### src/rtl/sudoku_cursor_ctrl.sv
// Keyboard-driven (row, column) cursor for the Sudoku grid: press-edge detect, hold-to-repeat, edge wrap/saturate, home.
// Latency 1 cycle from key to position/pulses; no backpressure, every key sample is consumed.
module sudoku_cursor_ctrl #(
    parameter int GRID_N        = 9,
    parameter int COORD_W       = 4,
    parameter int WRAP          = 0,
    parameter int REPEAT_DELAY  = 25000000,
    parameter int REPEAT_PERIOD = 5000000
) (
    input  logic               clock,
    input  logic               reset,
    input  logic [3:0]         key_input,
    output logic [COORD_W-1:0] grid_i,
    output logic [COORD_W-1:0] grid_j,
    output logic               move_pulse,
    output logic               blocked_pulse
);

    localparam int CNT_MAX = (REPEAT_DELAY > REPEAT_PERIOD) ? REPEAT_DELAY : REPEAT_PERIOD;
    localparam int CW      = $clog2(CNT_MAX + 1);
    localparam logic [CW-1:0]      DLY_END = CW'(REPEAT_DELAY);
    localparam logic [CW-1:0]      PER_END = CW'(REPEAT_PERIOD);
    localparam logic [COORD_W-1:0] MAX_C   = COORD_W'(GRID_N - 1);
    localparam logic [COORD_W-1:0] ZERO_C  = '0;

    typedef enum logic [1:0] {IDLE, DELAY, REPEAT, HELD} state_t;

    state_t              state;
    logic [3:0]          k;
    logic [3:0]          key_prev;
    logic [CW-1:0]       cnt;
    logic [CW-1:0]       cnt_inc;
    logic                press;
    logic                fire;
    logic [COORD_W-1:0]  nxt_i;
    logic [COORD_W-1:0]  nxt_j;
    logic                act_move;
    logic                act_blk;

    // Unused codes behave exactly like "no key", including for press-edge detection.
    assign k       = (key_input > 4'd5) ? 4'd0 : key_input;
    assign press   = (k != 4'd0) && (k != key_prev);
    assign cnt_inc = cnt + CW'(1);

    always_comb begin
        fire = 1'b0;
        if (k != 4'd0) begin
            if (press)
                fire = 1'b1;
            else if (state == DELAY)
                fire = (cnt_inc == DLY_END);
            else if (state == REPEAT)
                fire = (cnt_inc == PER_END);
        end
    end

    // Boundary test precedes every add/subtract so the coordinate can never overflow.
    always_comb begin
        nxt_i   = grid_i;
        nxt_j   = grid_j;
        act_blk = 1'b0;
        case (k)
            4'd1: if (grid_i == MAX_C) begin
                      if (WRAP != 0) nxt_i = ZERO_C; else act_blk = 1'b1;
                  end else nxt_i = grid_i + COORD_W'(1);
            4'd3: if (grid_i == ZERO_C) begin
                      if (WRAP != 0) nxt_i = MAX_C; else act_blk = 1'b1;
                  end else nxt_i = grid_i - COORD_W'(1);
            4'd4: if (grid_j == MAX_C) begin
                      if (WRAP != 0) nxt_j = ZERO_C; else act_blk = 1'b1;
                  end else nxt_j = grid_j + COORD_W'(1);
            4'd2: if (grid_j == ZERO_C) begin
                      if (WRAP != 0) nxt_j = MAX_C; else act_blk = 1'b1;
                  end else nxt_j = grid_j - COORD_W'(1);
            4'd5: begin
                      nxt_i = ZERO_C;
                      nxt_j = ZERO_C;
                  end
            default: ;
        endcase
        act_move = (nxt_i != grid_i) || (nxt_j != grid_j);
    end

    always_ff @(posedge clock or posedge reset) begin
        if (reset) begin
            grid_i        <= '0;
            grid_j        <= '0;
            move_pulse    <= 1'b0;
            blocked_pulse <= 1'b0;
            key_prev      <= 4'd0;
            cnt           <= '0;
            state         <= IDLE;
        end else begin
            key_prev      <= k;
            move_pulse    <= 1'b0;
            blocked_pulse <= 1'b0;
            if (fire) begin
                grid_i        <= nxt_i;
                grid_j        <= nxt_j;
                move_pulse    <= act_move;
                blocked_pulse <= act_blk;
            end
            if (k == 4'd0) begin
                state <= IDLE;
                cnt   <= '0;
            end else if (press) begin
                cnt   <= '0;
                state <= (k != 4'd5 && REPEAT_DELAY > 0) ? DELAY : HELD;
            end else begin
                case (state)
                    DELAY: begin
                        if (cnt_inc == DLY_END) begin
                            cnt   <= '0;
                            state <= REPEAT;
                        end else begin
                            cnt <= cnt_inc;
                        end
                    end
                    REPEAT: cnt <= (cnt_inc == PER_END) ? '0 : cnt_inc;
                    default: ;
                endcase
            end
        end
    end

endmodule

### config.mk
export PLATFORM = sky130hd
export DESIGN_NAME = sudoku_cursor_ctrl
export DESIGN_NICKNAME = d
export VERILOG_FILES = /design/src/rtl/sudoku_cursor_ctrl.sv
export SDC_FILE = /design/constraint.sdc
export NUM_CORES = 1
export LEC_CHECK = 0
export ABC_AREA = 1
export CAP_MARGIN = 5
export CORE_UTILIZATION = 40
export CTS_CLUSTER_DIAMETER = 40
export CTS_CLUSTER_SIZE = 28
export DETAILED_ROUTE_END_ITERATION = 10
export GPL_ROUTABILITY_DRIVEN = 0
export PLACE_DENSITY_LB_ADDON = 0.08
export SLEW_MARGIN = 15
export SYNTH_ARGS = -nofsm -noshare
export SYNTH_HDL_FRONTEND = slang
export SYNTH_SLANG_ARGS = --single-unit
### constraint.sdc
create_clock -name clock -period 2.6 [get_ports clock]
set_input_delay 0.52 -clock clock [delete_from_list [all_inputs] [get_ports clock]]
set_output_delay 0.52 -clock clock [all_outputs]
set_load 0.01 [all_outputs]
Yosys cells after proc, flatten, opt, wreduce, memory -nomap -nowiden
Cells that the tools add are included.

word-level totals
  output and inout bits = 10
  word-level logic and storage cells = 66
  register bits = 41

operators by class
  reduce and logical (&&, ||, !) cells = 10
  order comparisons = 1
  equal/unequal tests = 15
  mux-type cells = 28
  add/sub/neg operators = 5

operator list
  kind                                                           count
  2-to-1 mux 25 bit                                              4
  one-hot mux 25 bit (2 select lines)                            1
  adder 25 x 1 -> 25 bit, second input constant                  1
  equality test 25 x 23 -> 1 bit, second input constant          1
  equality test 25 bit, second input constant                    1
  one-hot mux 4 bit (3 select lines)                             2
  2-to-1 mux 4 bit                                               5
  logical NOT 4 bit                                              3
  != test 4 bit                                                  3
  2-to-1 mux 1 bit                                               10
  2-to-1 mux 2 bit                                               5
  adder 4 x 1 -> 4 bit, second input constant                    2
  equality test 4 x 2 -> 1 bit, second input constant            2
  equality test 4 x 3 -> 1 bit, second input constant            2
  equality test 4 bit, second input constant                     2
  nonzero test 4 bit                                             2
  subtractor 4 x 1 -> 4 bit, second input constant               2
  nonzero test 3 bit                                             2
  equality test 4 x 1 -> 1 bit, second input constant            1
  greater-than comparator 4 x 3 -> 1 bit, second input constant  1
  != test 4 x 3 -> 1 bit, second input constant                  1
  one-hot mux 1 bit (4 select lines)                             1
  equality test 2 x 1 -> 1 bit, second input constant            1
  equality test 2 bit, second input constant                     1
  3 further kinds                                                3

Longest topological paths before layout
  word-level depth = 7
  mapped depth = 16
  mapped depth without buffers = 16

Worst setup path before layout
Ideal clock, no wire load.

  kind = register to register
  from = register cnt[0]
  to = register grid_i[3]
  arrival time = 1.868 ns
  stages on the path, launching flop included = 15
  slack = 0.614 ns
  clock period less this slack = 1.986 ns
  data required time = 2.483 ns
  buffers on the path = 0
  library setup time = 0.117 ns
  path through = dfrtp_1 -> ha_1 -> nand2_2 -> nor2_8 -> nand2_2 -> nor2_2 -> nand4_1 -> nand2_1 -> nand3_1 -> nor2_1 -> nand3_2 -> nand3_4 -> nand2_4 -> nand2_1 -> nand2_1

on the way
  cells in the longest elaborated chain, start to end = 6

ends and longest elaborated chain
  element                         RTL line  text
  start, declared                 31        logic [CW-1:0] cnt;
  start signal, assigned          116       cnt <= cnt_inc;
  start signal, assigned          119       REPEAT: cnt <= (cnt_inc == PER_END) ? '0 : cnt_inc;
  adder 25 x 1 -> 25 bit *        43        assign cnt_inc = cnt + CW'(1);
  equality test 25 x 23 -> 1 bit  53        fire = (cnt_inc == PER_END);
  2-to-1 mux 1 bit                52        else if (state == REPEAT)
  2-to-1 mux 1 bit *              50        else if (state == DELAY)
  2-to-1 mux 1 bit *              48        if (press)
  2-to-1 mux 1 bit *              47        if (k != 4'd0) begin
  end signal, assigned            98        grid_i <= nxt_i;
  end, declared                   13        output logic [COORD_W-1:0] grid_i,

Every way passes the cells marked *; elsewhere a longest branch is shown, timed or not.
A chain may end at the register's enable or synchronous reset.

Worst setup path in the final report
  from = register cnt[1]
  to = register grid_j[3]

on the way
  cells in the longest elaborated chain, start to end = 6

ends and longest elaborated chain
  element                         RTL line  text
  adder 25 x 1 -> 25 bit *        43
  equality test 25 x 23 -> 1 bit  53
  2-to-1 mux 1 bit                52
  2-to-1 mux 1 bit *              50
  2-to-1 mux 1 bit *              48
  2-to-1 mux 1 bit *              47
  end signal, assigned            99        grid_j <= nxt_j;
  end, declared                   14        output logic [COORD_W-1:0] grid_j,

Marked as above.

==> run_results.csv <==
group,metric,value,unit
synthesis,synth_common_cells,"nand2_1, inv_1, nand3_1, nor2_1, dfrtp_1",
clock_network,cts_buffers,5,
clock_network,cts-root-buf,"clkbuf_8",
job,drv_cap,0,
die,initial_utilization,41.8,%
clock_network,cts_tree,"built",
sta,whs,0.534,ns
power,leakagePower,1.84,nW
synthesis,synth.net_count,537,
sta,fin_worst_skew,0.0119,ns
worst_setup_path,startpoint_type,"flop",
final_layout,drive_gt1_share,9.55,%
sta,drv_slew,0,
synthesis,syn-cell-area,3260,µm²
placement,dp_hpwl,6.58,mm
synthesis,synth_most_common_cell,"nand2_1",
sta,max_freq,0.418,GHz
placement,placed_area,3630,µm²
route,initialDrtViolationCount,192,
synthesis,synthCells,526,
clock_network,clkTransAtPathRegs,0.08,ns
placement,io_buffers,15,
route,via_per_inst,5.08,
final_layout,areaGrowthSynthToFinish,14.7,%
global_routing,grt_antenna_before_repair,0,
worst_setup_path,worstPathArrival,2.59,ns
die,die_h,92.3,µm
sta,setup_viol,0,
global_routing,grt_pass1_wl,15.1,mm
die,io-pin-count,16,
sta,tightest_slew,0.552,ns
worst_setup_path,crit_type,"flop to flop",
global_routing,first_global_vias,3212,
sta,finalHoldViolCount,0,
route,dr.pass1.iters,4,
worst_setup_path,critPathMaxFanout,10,
clock_network,clk-insertion-delay-late,0.30,ns
worst_setup_path,required,2.80,ns
die,coreArea,7810,µm²
synthesis,yosysSeqAreaShare,31.4,%
route,wl_per_cell,13.2,µm
final_layout,nets,565,
route,via_count,3335,
clock_network,hold_buffers,0,
route,route.detailed.drc,0,
final_layout,antennaDiodeCount,0,
final_layout,final_area,3740,µm²
synthesis,synth_area_leaders,"dfrtp_1, nand2_1, nand3_1",
sta,rsz0062_at_grt,"false",
synthesis,async_reset_ff_share,100,%
worst_setup_path,cp-end-kind,"flop",
clock_network,cts.path.max_buffers,2,
synthesis,yosys_warnings,0,
status,outcome,"finished clean",
synthesis,synth_cell_types,36,
clock_network,clkSinkCount,41,
die,die_x,92.3,µm
synthesis,synth_top_area_cell,"dfrtp_1",
synthesis,synth-main-ff-cell,"dfrtp_1",
synthesis,synth_edf_count,0,
synthesis,synth_top_area_share,31.4,%
sta,slew_headroom,63.1,%
die,dieArea,8520,µm²
power,irDropWorstVdd,510,µV
global_routing,grt_overflow,0,
sta,min_period,2.39,ns
route,ant_nets,0,
global_routing,grt_max_degree,23,
global_routing,track_usage,22.5,%
clock_network,h-tree-depth,2,
die,row_count,32,
synthesis,avgSynthCellArea,6.20,µm²
synthesis,synth_seq_cells,41,
sta,fin_crit_sh,92.0,%
route,wl,8.67,mm
power,power.density,520,nW/µm²
hold_path,hold_path_class,"flop to flop",
==> final cells by class <==
class / count / area [µm²]
Clock buffer: 6 / 72.6
Clock inverter: 2 / 10.0
Fill cell: 842 / 4060
Inverter: 72 / 270
Multi-Input combinational cell: 407 / 1960
Sequential cell: 41 / 1030
Tap cell: 102 / 128
Timing Repair Buffer: 27 / 278
==> stage by stage <==
stage                     worst slack [ns]  util (%)  total power, mW  setup TNS, ns  instances
after floorplan                      0.614         -             1.28              0        526
after global placement            -0.00174      46.5             1.52       -0.00174        648
final                                0.208      47.9             1.94              0        657
after detailed placement          -0.00554      46.5             1.53       -0.00700        648
after global routing              0.000710      47.9             2.10              0        657
after CTS                            0.118      47.6             1.97              0        656
==> where the power goes <==
group	internal (mW)	total (mW)	switching [mW]
Clock	0.187	0.430	0.243
Combinational	0.313	0.718	0.405
Sequential	0.697	0.797	0.100
Total	1.20	1.94	0.749
==> worst paths after layout <==
check                      startpoint   endpoint  slack, ns  depth (start not counted)
max                            cnt[1]  grid_j[3]       0.21                         16
min                            cnt[1]     cnt[1]       0.53                          2
max reg2reg                    cnt[1]  grid_j[3]       0.21                         16
min reg2reg                    cnt[1]     cnt[1]       0.53                          2
max in group asynchronous       reset   state[0]       1.53                          3
min in group asynchronous       reset    cnt[15]       0.56                          2
==> per-layer routing <==
metal / global-route usage (%) / part of all wire (%) / vias to the layer above
li1: - / - / 1737
met1: 28.5 / 47 / 1529
met2: 39.3 / 48 / 59
met3: 3.37 / 3.4 / 10
met4: 6.64 / 1.6 / 0
met5: 0 / 0 / -
==> sequential cells by signal, summed over array words and instances (netlist names) <==
name	flops
grid_j	4
grid_i	4
move_pulse	1
state	2
cnt	25
blocked_pulse	1
key_prev	4
==> critical path, stage by stage, from the launching register on <==
cell,delay [ns]
dfrtp_1,0.38
ha_1,0.22
nand2_2,0.12
nor2_8,0.18
nand2_2,0.14
nor2_1,0.19
nand2_1,0.08
nand2_1,0.06
nand3_1,0.08
nor2_1,0.11
nand2_1,0.06
nor2_1,0.11
nand2_1,0.14
nand3_4,0.19
nand2_4,0.12
nand2_1,0.08
nand2_1,0.05
==> what timing repair did <==
action,4_1_cts,5_1_grt
gates resized for setup,0,6
endpoints found under the setup margin,0,25
setup buffers,0,1
==> cell families after synthesis <==
kind of cell               share of synthesized area, %
and+or+nand+nor                                    47.9
buffers and inverters                              9.13
AOI/OAI and AO/OA                                  7.32
DFF                                                31.4
xor gates and xnor gates                           2.15
adders and majority gates                          1.92
other                                             0.115
==> placed cells by master (no fill, tap or decap), types with 2 or more instances in the layout <==
cell,n
nand3b_1,3
xor2_1,7
o21ai_0,16
o22ai_1,4
inv_1,66
nor2_1,57
nand2_1,184
inv_2,6
clkbuf_8,5
nand3_1,61
nand4_1,15
dfrtp_1,41
buf_12,3
nor2_4,5
buf_4,9
nor2_2,7
clkdlybuf4s50_1,15
o21ai_1,11
nand2_2,7
a21oi_1,9
ha_1,5
clkinv_2,2
Note: power is estimated with default switching activity, not from simulation.
